**src/rtl/seq_detector_param.sv**
```systemverilog
// Serial bit-pattern detector: compares the last PAT_LEN sampled bits against a loadable pattern.
// Optional saturating match counter enabled by defining SEQ_DET_CNT_EN.
module seq_detector_param #(
    parameter int                 PAT_LEN = 4,
    parameter logic [PAT_LEN-1:0] PATTERN = 4'b1001,
    parameter bit                 OVERLAP = 1'b1,
    parameter int                 CNT_W   = 8
) (
    input  logic                         clk,
    input  logic                         rst,
    input  logic                         en,
    input  logic                         x,
    input  logic                         pat_ld,
    input  logic [PAT_LEN-1:0]           pat_data,
    output logic                         y,
    output logic [$clog2(PAT_LEN+1)-1:0] fill
`ifdef SEQ_DET_CNT_EN
    ,
    input  logic                         clr_cnt,
    output logic [CNT_W-1:0]             match_cnt
`endif
);

    localparam int                FILL_W   = $clog2(PAT_LEN + 1);
    localparam logic [FILL_W-1:0] FILL_MAX = FILL_W'(PAT_LEN);
    localparam logic [FILL_W-1:0] FILL_ARM = FILL_W'(PAT_LEN - 1);

    generate
        if (PAT_LEN < 2 || PAT_LEN > 32) begin : g_bad_pat_len
            $error("seq_detector_param: PAT_LEN must be in 2..32");
        end
        if (CNT_W < 1) begin : g_bad_cnt_w
            $error("seq_detector_param: CNT_W must be at least 1");
        end
    endgenerate

    logic [PAT_LEN-1:0] pat_reg;
    logic [PAT_LEN-2:0] hist_reg;
    logic [PAT_LEN-1:0] hist_next;
    logic [FILL_W-1:0]  fill_reg;
    logic [FILL_W-1:0]  fill_next;
    logic               y_reg;
    logic [PAT_LEN-1:0] eq_bits;
    logic               match;

    // Only PAT_LEN-1 bits of history are kept; the newest bit comes straight from x.
    assign hist_next = {hist_reg, x};

    generate
        for (genvar gi = 0; gi < PAT_LEN; gi++) begin : g_cmp
            assign eq_bits[gi] = hist_next[gi] ~^ pat_reg[gi];
        end
    endgenerate

    // Gating on fill keeps reset/cleared history zeros from matching an all-zero pattern.
    assign match = (fill_reg >= FILL_ARM) && (&eq_bits);

    always_comb begin
        fill_next = fill_reg;
        if (match) begin
            fill_next = OVERLAP ? FILL_MAX : '0;
        end else if (fill_reg != FILL_MAX) begin
            fill_next = fill_reg + FILL_W'(1);
        end
    end

    always_ff @(posedge clk) begin
        if (rst) begin
            pat_reg  <= PATTERN;
            hist_reg <= '0;
            fill_reg <= '0;
            y_reg    <= 1'b0;
        end else if (pat_ld) begin
            pat_reg  <= pat_data;
            hist_reg <= '0;
            fill_reg <= '0;
            y_reg    <= 1'b0;
        end else if (en) begin
            hist_reg <= hist_next[PAT_LEN-2:0];
            fill_reg <= fill_next;
            y_reg    <= match;
        end else begin
            y_reg    <= 1'b0;
        end
    end

    assign y    = y_reg;
    assign fill = fill_reg;

`ifdef SEQ_DET_CNT_EN
    localparam logic [CNT_W-1:0] CNT_MAX = '1;

    logic [CNT_W-1:0] cnt_reg;

    // Clear beats a coincident match; a load edge never samples, so it never counts.
    always_ff @(posedge clk) begin
        if (rst) begin
            cnt_reg <= '0;
        end else if (clr_cnt) begin
            cnt_reg <= '0;
        end else if (!pat_ld && en && match && (cnt_reg != CNT_MAX)) begin
            cnt_reg <= cnt_reg + CNT_W'(1);
        end
    end

    assign match_cnt = cnt_reg;
`endif

endmodule

```
**config.mk**
```make
export PLATFORM = sky130hd
export DESIGN_NAME = seq_detector_param
export DESIGN_NICKNAME = d
export VERILOG_FILES = /design/src/rtl/seq_detector_param.sv
export SDC_FILE = /design/constraint.sdc
export NUM_CORES = 1
export LEC_CHECK = 0
export BUFFER_PORTS_ARGS = -buffer_cell sky130_fd_sc_hd__buf_2
export CAP_MARGIN = 15
export CORE_AREA = 2 2 39 41
export CTS_CLUSTER_DIAMETER = 40
export CTS_CLUSTER_SIZE = 16
export DETAILED_ROUTE_END_ITERATION = 6
export DIE_AREA = 0 0 41 43
export GPL_TIMING_DRIVEN = 0
export PLACE_DENSITY = 0.65
export SYNTH_ARGS = -nofsm -noshare
export SYNTH_HDL_FRONTEND = slang
export SYNTH_SLANG_ARGS = --single-unit
```
**constraint.sdc**
```tcl
create_clock -name clk -period 1.9 [get_ports clk]
set_input_delay 0.095 -clock clk [delete_from_list [all_inputs] [get_ports clk]]
set_output_delay 0.095 -clock clk [all_outputs]
set_load 0.01 [all_outputs]
```
==> impl_metrics.tcl <==
set metrics [dict create \
    outcome "finished, final reports clean" \
    final_nets 82 \
    portBuffers 10 \
    report.final.setup_viol 0 \
    use_met3_pct 4.71 \
    min_path_cells 2 \
    slowest_delay_ps 350 \
    syn_to_final_growth_pct 17.0 \
    grt_max_degree 8 \
    endpoint_kind "register" \
    period_minus_slack_ps 1470 \
    worst_slack_ps 433 \
    cts_hold_buf 0 \
    antenna_cells 0 \
    vias_per_cell 4.78 \
    crit_chain "ha_1, ha_1, a211oi_1, nor3_2, o211a_1" \
    grt_usage_pct 12.1 \
    whs_ps 31.2 \
    p_per_area_mw_per_mm2 690 \
    gp_congestion 0.618 \
    fmax_mhz 682 \
    final.setup_skew_ps 4.22 \
    fin_crit_sh_pct 77.2 \
    ys.flop_type "dfxtp_1" \
    numCtsBuffers 3 \
    overflow 0 \
    ant_nets 0 \
    crit_top_cell "ha_1" \
    timing.critical_path.buf_inv 0 \
    vias 406 \
    synth_compound_area_share_pct 15.2 \
    grt_pass1_vias 358 \
    largest_reg_flops 4 \
    syn_inst 55 \
    drc_errors 0 \
    ys_seq_area_share_pct 38.8 \
    synth_area_leaders "dfxtp_1, mux2i_1, ha_1" \
    synthMuxAreaShare_pct 10.6 \
    vdd_ir_drop_max_v 0.000328 \
    ff2ff_path_depth 5 \
    ys_ff_latch 11 \
    yosys.cell_types.count 21 \
    die_h_um 43 \
    cts_resized 0 \
    rows 14 \
    grt_util_met2_pct 18.1 \
    critical_path_class "reg -> reg" \
    cts_tree "built" \
    antenna_found_initial 0 \
    clock_path_buffers 2 \
    cts.sinks 11 \
    slew_violations 0 \
    dr.pass1.iters 2 \
    worst_pin_slew_ps 328 \
    cp_slowest_cell "dfxtp_1" \
    io_pins 13 \
    grtUsageMet1_pct 14.4 \
    yosys.area_share.adder_pct 6.61 \
    wirelength_um 889 \
    required_ps 2060 \
    ctsHtreeMaxLevel 1 \
    maxCapViolCount 0 \
    initial_core_util_pct 41.0 \
    synth_edf_count 0 \
    drive_gt1_share_pct 27.5 \
    clk_latency_ps 260 \
    yosys.area_share.simple_pct 13.7 \
    min_path_type "in -> reg" \
    avgSynthCellArea_um2 10.3 \
    rsz0062_at_grt "false" \
    p_leak_nw 0.339 \
    drtIter0Drc 1 \
    synth_largest_area_cell "dfxtp_1" \
    synth_top_family_by_area "compound AO/OA/AOI/OAI gates" \
    pre_cts_slack_ps 447 \
    postCtsSetupBuffers 0 \
    crit_path_start_kind "register" \
    fillers 133 \
    root_buffer "clkbuf_4" \
    dieArea_mm2 0.00176 \
    clk_pin_slew_worst_paths_ps 70 \
    coreArea_mm2 0.00138 \
    die_x_um 41 \
    dp_hpwl_um 700 \
    cp_num_cells 5 \
    syn-num-nets 67 \
    synth.most_common_cell "dfxtp_1" \
    synth_top_area_share_pct 38.8 \
    busiest_layer "met2" \
    synth_xor_area_share_pct 7.71 \
    cp_data_arrival_time_ps 1620 \
    crit_family "compound AO/OA/AOI/OAI gates" \
    slew_headroom_pct 78.0 \
    yosys-top-cells-count "dfxtp_1, nor2_1, mux2i_1" \
    grt_pass1_wl_um 1420 \
    hold_viol 0 \
    yosys_warnings 0 \
    path_max_fanout 5 \
    finalSetupTns_ps 0 \
    syn_area_um2 568 \
    async_flop_share_pct 0 \
    wire_per_inst_um 10.5 \
]
[layout by cell type (no fill, tap or decap)]
cell      netlist  layout
a21boi_4        1       1
xnor2_1         3       3
or2_1           1       1
o211a_1         1       1
nand2b_1        1       1
ha_1            3       3
buf_6           2       2
and3b_1         1       1
a211o_1         2       2
dfxtp_1        11      11
mux2i_1         6       6
buf_2           0      10
a21o_1          1       1
nor3_2          1       1
a211oi_1        3       3
inv_1           4       4
nor2_1          7       7
xor2_1          2       2
clkbuf_4        0       3
a221o_1         1       1
clkbuf_2        1       1
nor2b_1         2       2
and3_2          1       1
clkbuf_1        0       1
[worst reg2reg max path, cell delays in order, from the launching register on]
cell	delay (ps)
dfxtp_1	350
ha_1	220
ha_1	180
a211oi_1	280
nor3_2	120
o211a_1	210
[power by group]
part / switching (W) / leakage, nW / internal, W
clock: 0.0000738 / 0.0150 / 0.0000811
sequential: 0.00000628 / 0.0899 / 0.000238
combinational: 0.0000254 / 0.234 / 0.0000333
total: 0.000105 / 0.339 / 0.000353
[layout make-up]
| cell class | count | area, um^2 | share of cell area, % |
|---|---|---|---|
| plain buffers | 3 | 27.5 | 4.14 |
| clock buffers | 4 | 26.3 | 3.95 |
| inverters | 4 | 15.0 | 2.26 |
| multi-input cells | 37 | 305 | 46.0 |
| flip-flops and latches | 11 | 220 | 33.1 |
| well taps | 16 | 20.0 | 3.01 |
| repair buffers | 10 | 50.0 | 7.53 |
[final timing paths]
kind,startpoint,to,slack (ps)
setup reg to reg,fill[0],fill[2],430
hold / removal,pat_data[0],pat_reg[0],30
setup / recovery,fill[0],fill[2],430
hold reg to reg,hist_reg[2],hist_reg[2],530
[routing by layer]
metal | vias to the layer above | wire [um]
met5 | - | 0
met3 | 2 | 40
li1 | 216 | -
met1 | 178 | 385
met4 | 0 | 4
met2 | 10 | 459
[cells by family after synthesis]
group           count (synthesis)
mux                             6
fa+ha+maj                       3
xor+xnor                        5
compound gates                  9
flops                          11
simple gates                   14
buf+inv                         7
[through the flow]
| stage | cells | total power (W) | utilization [%] | cell area, um^2 |
|---|---|---|---|---|
| 2_1_floorplan | 55 | 0.000294 | - | 568 |
| 3_3_place_gp | 81 | 0.000308 | 46.1 | 638 |
| 3_5_place_dp | 81 | 0.000310 | 46.1 | 638 |
| 4_1_cts | 85 | 0.000467 | 48.0 | 664 |
| 5_1_grt | 85 | 0.000487 | 48.0 | 664 |
| 6_report | 85 | 0.000458 | 48.0 | 664 |
(Power assumes the default switching activity.)
